`src/rtl/mixed_apb_initiator_if.sv`:
```
// rtl/mixed_apb_initiator_if.sv - command, response and APB signal bundle for mixed_apb_initiator
interface mixed_apb_initiator_if #(
  parameter int ADDR_W = 32,
  parameter int DATA_W = 32
);
  logic              cmd_vld;
  logic              cmd_rdy;
  logic              cmd_write;
  logic [ADDR_W-1:0] cmd_addr;
  logic [DATA_W-1:0] cmd_wdata;
  logic              rsp_vld;
  logic              rsp_rdy;
  logic [DATA_W-1:0] rsp_rdata;
  logic              rsp_err;
  logic              rsp_timeout;
  logic [ADDR_W-1:0] paddr;
  logic              psel;
  logic              penable;
  logic              pwrite;
  logic [DATA_W-1:0] pwdata;
  logic [DATA_W-1:0] prdata;
  logic              pready;
  logic              pslverr;

  modport master (
    input  cmd_vld, cmd_write, cmd_addr, cmd_wdata, rsp_rdy, prdata, pready, pslverr,
    output cmd_rdy, rsp_vld, rsp_rdata, rsp_err, rsp_timeout, paddr, psel, penable, pwrite, pwdata
  );

  modport slave (
    output cmd_vld, cmd_write, cmd_addr, cmd_wdata, rsp_rdy, prdata, pready, pslverr,
    input  cmd_rdy, rsp_vld, rsp_rdata, rsp_err, rsp_timeout, paddr, psel, penable, pwrite, pwdata
  );
endinterface

```
`src/rtl/mixed_apb_initiator.sv`:
```
// rtl/mixed_apb_initiator.sv - single-outstanding APB master fed by a ready/valid command channel
module mixed_apb_initiator #(
  parameter int ADDR_W  = 32,
  parameter int DATA_W  = 32,
  parameter int TIMEOUT = 255
) (
  input  logic                  clk,
  input  logic                  rst_n,
  mixed_apb_initiator_if.master bus
);

  localparam int CNT_W = $clog2(TIMEOUT + 1);

  typedef enum logic [1:0] {S_IDLE, S_SETUP, S_ACCESS, S_RESP} state_e;

  state_e            state_q;
  logic [CNT_W-1:0]  wait_cnt_q;
  logic [CNT_W-1:0]  wait_cnt_d;
  logic              timeout_hit;
  logic [ADDR_W-1:0] paddr_q;
  logic [DATA_W-1:0] pwdata_q;
  logic              pwrite_q;
  logic              psel_q;
  logic              penable_q;
  logic              rsp_vld_q;
  logic [DATA_W-1:0] rsp_rdata_q;
  logic              rsp_err_q;
  logic              rsp_timeout_q;

  assign wait_cnt_d  = wait_cnt_q + CNT_W'(1);
  assign timeout_hit = (wait_cnt_q == CNT_W'(TIMEOUT - 1));

  always_ff @(posedge clk or negedge rst_n) begin
    if (!rst_n) begin
      state_q       <= S_IDLE;
      wait_cnt_q    <= '0;
      paddr_q       <= '0;
      pwdata_q      <= '0;
      pwrite_q      <= 1'b0;
      psel_q        <= 1'b0;
      penable_q     <= 1'b0;
      rsp_vld_q     <= 1'b0;
      rsp_rdata_q   <= '0;
      rsp_err_q     <= 1'b0;
      rsp_timeout_q <= 1'b0;
    end else begin
      case (state_q)
        S_IDLE: begin
          if (bus.cmd_vld) begin
            paddr_q  <= bus.cmd_addr;
            pwdata_q <= bus.cmd_wdata;
            pwrite_q <= bus.cmd_write;
            psel_q   <= 1'b1;
            state_q  <= S_SETUP;
          end
        end
        S_SETUP: begin
          penable_q <= 1'b1;
          state_q   <= S_ACCESS;
        end
        S_ACCESS: begin
          // pready is checked first so a completion on the limit cycle is not an abort
          if (bus.pready) begin
            psel_q        <= 1'b0;
            penable_q     <= 1'b0;
            rsp_vld_q     <= 1'b1;
            rsp_rdata_q   <= pwrite_q ? '0 : bus.prdata;
            rsp_err_q     <= bus.pslverr;
            rsp_timeout_q <= 1'b0;
            state_q       <= S_RESP;
          end else if (timeout_hit) begin
            psel_q        <= 1'b0;
            penable_q     <= 1'b0;
            rsp_vld_q     <= 1'b1;
            rsp_rdata_q   <= '0;
            rsp_err_q     <= 1'b1;
            rsp_timeout_q <= 1'b1;
            state_q       <= S_RESP;
          end else begin
            wait_cnt_q <= wait_cnt_d;
          end
        end
        S_RESP: begin
          if (bus.rsp_rdy) begin
            rsp_vld_q  <= 1'b0;
            wait_cnt_q <= '0;
            state_q    <= S_IDLE;
          end
        end
        default: state_q <= S_IDLE;
      endcase
    end
  end

  assign bus.cmd_rdy     = rst_n & (state_q == S_IDLE);
  assign bus.rsp_vld     = rsp_vld_q;
  assign bus.rsp_rdata   = rsp_rdata_q;
  assign bus.rsp_err     = rsp_err_q;
  assign bus.rsp_timeout = rsp_timeout_q;
  assign bus.paddr       = paddr_q;
  assign bus.psel        = psel_q;
  assign bus.penable     = penable_q;
  assign bus.pwrite      = pwrite_q;
  assign bus.pwdata      = pwdata_q;

endmodule

```
`src/flat_wrapper.sv`:
```
// flat-port wrapper written by rule: the top's interface ports become plain ports
module mixed_apb_initiator_flat 
#(
  parameter int ADDR_W  = 32,
  parameter int DATA_W  = 32,
  parameter int TIMEOUT = 255
)
  (clk, rst_n, bus_cmd_vld, bus_cmd_write, bus_cmd_addr, bus_cmd_wdata, bus_rsp_rdy, bus_prdata, bus_pready, bus_pslverr, bus_cmd_rdy, bus_rsp_vld, bus_rsp_rdata, bus_rsp_err, bus_rsp_timeout, bus_paddr, bus_psel, bus_penable, bus_pwrite, bus_pwdata);
  mixed_apb_initiator_if #(.ADDR_W(ADDR_W), .DATA_W(DATA_W)) bus_i ();
  input  logic clk;
  input  logic rst_n;
  input wire logic [$bits(bus_i.cmd_vld)-1:0] bus_cmd_vld;
  input wire logic [$bits(bus_i.cmd_write)-1:0] bus_cmd_write;
  input wire logic [$bits(bus_i.cmd_addr)-1:0] bus_cmd_addr;
  input wire logic [$bits(bus_i.cmd_wdata)-1:0] bus_cmd_wdata;
  input wire logic [$bits(bus_i.rsp_rdy)-1:0] bus_rsp_rdy;
  input wire logic [$bits(bus_i.prdata)-1:0] bus_prdata;
  input wire logic [$bits(bus_i.pready)-1:0] bus_pready;
  input wire logic [$bits(bus_i.pslverr)-1:0] bus_pslverr;
  output wire logic [$bits(bus_i.cmd_rdy)-1:0] bus_cmd_rdy;
  output wire logic [$bits(bus_i.rsp_vld)-1:0] bus_rsp_vld;
  output wire logic [$bits(bus_i.rsp_rdata)-1:0] bus_rsp_rdata;
  output wire logic [$bits(bus_i.rsp_err)-1:0] bus_rsp_err;
  output wire logic [$bits(bus_i.rsp_timeout)-1:0] bus_rsp_timeout;
  output wire logic [$bits(bus_i.paddr)-1:0] bus_paddr;
  output wire logic [$bits(bus_i.psel)-1:0] bus_psel;
  output wire logic [$bits(bus_i.penable)-1:0] bus_penable;
  output wire logic [$bits(bus_i.pwrite)-1:0] bus_pwrite;
  output wire logic [$bits(bus_i.pwdata)-1:0] bus_pwdata;
  assign bus_i.cmd_vld = bus_cmd_vld;
  assign bus_i.cmd_write = bus_cmd_write;
  assign bus_i.cmd_addr = bus_cmd_addr;
  assign bus_i.cmd_wdata = bus_cmd_wdata;
  assign bus_i.rsp_rdy = bus_rsp_rdy;
  assign bus_i.prdata = bus_prdata;
  assign bus_i.pready = bus_pready;
  assign bus_i.pslverr = bus_pslverr;
  assign bus_cmd_rdy = bus_i.cmd_rdy;
  assign bus_rsp_vld = bus_i.rsp_vld;
  assign bus_rsp_rdata = bus_i.rsp_rdata;
  assign bus_rsp_err = bus_i.rsp_err;
  assign bus_rsp_timeout = bus_i.rsp_timeout;
  assign bus_paddr = bus_i.paddr;
  assign bus_psel = bus_i.psel;
  assign bus_penable = bus_i.penable;
  assign bus_pwrite = bus_i.pwrite;
  assign bus_pwdata = bus_i.pwdata;
  mixed_apb_initiator #(.ADDR_W(ADDR_W), .DATA_W(DATA_W), .TIMEOUT(TIMEOUT)) u_core (.clk(clk), .rst_n(rst_n), .bus(bus_i));
endmodule
```
`config.mk`:
```
export PLATFORM = sky130hd
export DESIGN_NAME = mixed_apb_initiator_flat
export DESIGN_NICKNAME = d
export VERILOG_FILES = /design/src/rtl/mixed_apb_initiator_if.sv /design/src/rtl/mixed_apb_initiator.sv /design/src/flat_wrapper.sv
export SDC_FILE = /design/constraint.sdc
export NUM_CORES = 1
export LEC_CHECK = 0
export CAP_MARGIN = 20
export CORE_AREA = 2 2 109 111
export DETAILED_ROUTE_END_ITERATION = 12
export DIE_AREA = 0 0 111 113
export PLACE_DENSITY = 0.79
export SLEW_MARGIN = 40
export SYNTH_ARGS = -nofsm -noshare
export SYNTH_HDL_FRONTEND = slang
export SYNTH_SLANG_ARGS = --single-unit
```
`constraint.sdc`:
```
create_clock -name clk -period 1.9 [get_ports clk]
set_input_delay 0.38 -clock clk [delete_from_list [all_inputs] [get_ports clk]]
set_output_delay 0.38 -clock clk [all_outputs]
set_load 0.02 [all_outputs]
```
==> results_dict.tcl <==
set metrics [dict create \
    yosysWarningCount 0 \
    critPathCaptureType "flip-flop" \
    crit_required_ns 2.18 \
    die_area_um2 12500 \
    worstSetupPathType "reg2reg" \
    routed_wl_um 12000 \
    slew_headroom_pct 61.7 \
    gp_congestion 0.852 \
    grt_max_degree 113 \
    die_y_um 113 \
    routedWlPerCell_um 17.6 \
    rsz0062_at_grt "false" \
    cellPowerDensity_nw_per_um2 1670 \
    dr.pass1.iters 4 \
    crit_path_start_kind "flip-flop" \
    hpwl_um 8870 \
    io_buffers 205 \
    routed-via-count 3550 \
    hold_class "in2async" \
    syn_area_um2 4680 \
    setup_viol 0 \
    cp_max_fo 16 \
    r2r_slack_ns 0.12 \
    tightest_slew_ns 0.575 \
    h-tree-depth 3 \
    post_cts_buffers 0 \
    leakage_nw 3.25 \
    synth_top_cell_area_share_pct 59.9 \
    fin_skew_ns 0.00715 \
    postSynth.asyncResetShare_pct 100 \
    yosysMostFrequentCell "dfrtp_1" \
    grtUsageMet3_pct 8.57 \
    initial_utilization_pct 41.5 \
    timing.final.ws_setup_ns 0.123 \
    fp.dieW_um 111 \
    synth_area_leaders "dfrtp_1 60%, mux2_2 16%, and4_1 4.9%" \
    detail_route.iter0.violations 207 \
    reg2regPathDepth 7 \
    ys_top_cells_by_count "112 x dfrtp_1, 67 x mux2_2, 28 x a21o_1" \
    p_total_w 0.0120 \
    grt_pass1_vias 3881 \
    maxCapViolCount 0 \
    ctsHoldBuffers 0 \
    pre_cts_ws_ns 0.0746 \
    max_freq_mhz 563 \
    final-hold-violation-count 0 \
    syn_area_per_cell_um2 14.2 \
    reg2reg_from "u_core.wait_cnt_q[0]$_DFFE_PN0P_" \
    cts_buffer_depth 2 \
    drive_gt1_share_pct 19.1 \
    cp_data_arrival_time_ns 2.06 \
    numCtsBuffers 9 \
    synth_edf_count 0 \
    synth_flop_cell "dfrtp_1" \
    ys_ff_latch 112 \
    antenna_found_initial 0 \
    grt_first_pass_wirelength_um 19700 \
    area_growth_pct 53.3 \
    grt_util_all_layers_pct 19.7 \
    vdd_drop_max_mv 0.990 \
    rows 39 \
    io_pins 206 \
    slew_viol_final 0 \
    ys_types 39 \
    busiest_layer "met2" \
    ant_nets 0 \
    cts_root_buf "clkbuf_16" \
    cts_sinks 112 \
    r2r-end "u_core.bus.rsp_rdata[31]$_DFFE_PN0P_" \
    fin_tns_setup_ns 0 \
    min_period_over_period_pct 93.5 \
    vias_per_cell 5.21 \
    met1_usage_pct 22.5 \
    synthCells 329 \
    fin_crit_ns 1.78 \
    synth_area_leader_cell "dfrtp_1" \
    clk_pin_slew_ns 0.07 \
    status "complete, no violations" \
    grt_util_met2_pct 33.3 \
    synth_nets 438 \
    n_antenna_cell 0 \
    overflow 0 \
    cts_tree "yes" \
    core_area_um2 11300 \
    drc 0 \
    final_nets 643 \
    clk_latency_ns 0.34 \
    ys_seq_area_share_pct 59.9 \
]
-- cell usage in the layout, fill, tap and decap left out, types with 4 or more instances in the layout --
cell type and instances:
buf_4 8, mux2_2 67, nand2_1 6, dfrtp_1 112, ha_1 5, o31ai_1 4
and4_1 26, o21ai_0 9, a21o_1 28, nor2_1 6, clkbuf_16 9, a32o_1 4
clkdlybuf4s50_1 203, inv_1 6
-- how the worst max path moves through the flow --
stage | from | end | slack [ns] | cells past startpoint
3_3_place_gp | u_core.state_q[0]$_DFFE_PN0P_ | bus_cmd_rdy | 0.1 | 4
5_1_grt | u_core.wait_cnt_q[0]$_DFFE_PN0P_ | u_core.bus.rsp_rdata[7]$_DFFE_PN0P_ | 0.02 | 7
4_1_cts | u_core.state_q[0]$_DFFE_PN0P_ | bus_cmd_rdy | 0.001 | 4
6_report | u_core.wait_cnt_q[0]$_DFFE_PN0P_ | u_core.bus.rsp_rdata[31]$_DFFE_PN0P_ | 0.12 | 7
3_5_place_dp | u_core.state_q[0]$_DFFE_PN0P_ | bus_cmd_rdy | 0.07 | 4
2_1_floorplan | u_core.wait_cnt_q[0]$_DFFE_PN0P_ | u_core.state_q[1]$_DFFE_PN0P_ | 0.31 | 6
-- registers in the layout (all words and copies together), names as in the netlist, 2 cells and up --
name                  cells
u_core.bus.rsp_rdata     32
u_core.state_q            2
u_core.bus.pwdata        32
u_core.wait_cnt_q         8
u_core.bus.paddr         32
-- where the power goes --
group          switching, W  internal, W  total, W
clock              0.000825      0.00102   0.00184
sequential         0.000633      0.00350   0.00413
combinational       0.00288      0.00314   0.00602
total               0.00434      0.00766    0.0120
-- layer usage --
metal	part of all wire [%]	wire, um	vias to the layer above
met2	50	5990	155
met1	38	4540	1764
met4	1.7	201	0
met3	11	1270	16
li1	-	-	1615
met5	0	0	-
-- worst max-delay path: stages, from the launching register on --
cell,delay [ns]
dfrtp_1,0.44
inv_1,0.08
ha_1,0.17
nand3_1,0.15
o21bai_4,0.29
buf_4,0.25
and4_2,0.24
a21o_1,0.08
-- final cells by class --
type,count,area [um2]
Clock buffer,10,229
Clock inverter,6,60.1
Fill cell,871,4110
Inverter,6,22.5
Multi-Input combinational cell,190,1720
Sequential cell,112,2800
Tap cell,143,179
Timing Repair Buffer,215,2160
-- logic make-up after synthesis --
| group | after synthesis | share of synthesized area, % |
|---|---|---|
| buffers and inverters | 27 | 3.64 |
| DFF | 112 | 59.9 |
| muxes | 68 | 16.3 |
| and+or+nand+nor | 55 | 8.59 |
| adders and majority gates | 6 | 1.61 |
| AOI/OAI and AO/OA | 61 | 9.87 |
-- repair_timing --
| item | 4_1_cts | 5_1_grt |
|---|---|---|
| pin swaps | 0 | 0 |
| gates cloned | 0 | 0 |
| resized for setup | 2 | 3 |
| endpoints found under the setup margin | 1 | 7 |
-- stage by stage --
stage	cells	hold WS, ns	cell area, um2	util [%]
6_report	682	0.152	7170	63.6
5_1_grt	682	0.213	7170	63.6
4_1_cts	682	0.178	7160	63.5
3_5_place_dp	666	0.465	6870	61.0
3_3_place_gp	666	0.458	6870	61.0
2_1_floorplan	329	0.0844	4680	-
(Power assumes the default switching activity.)
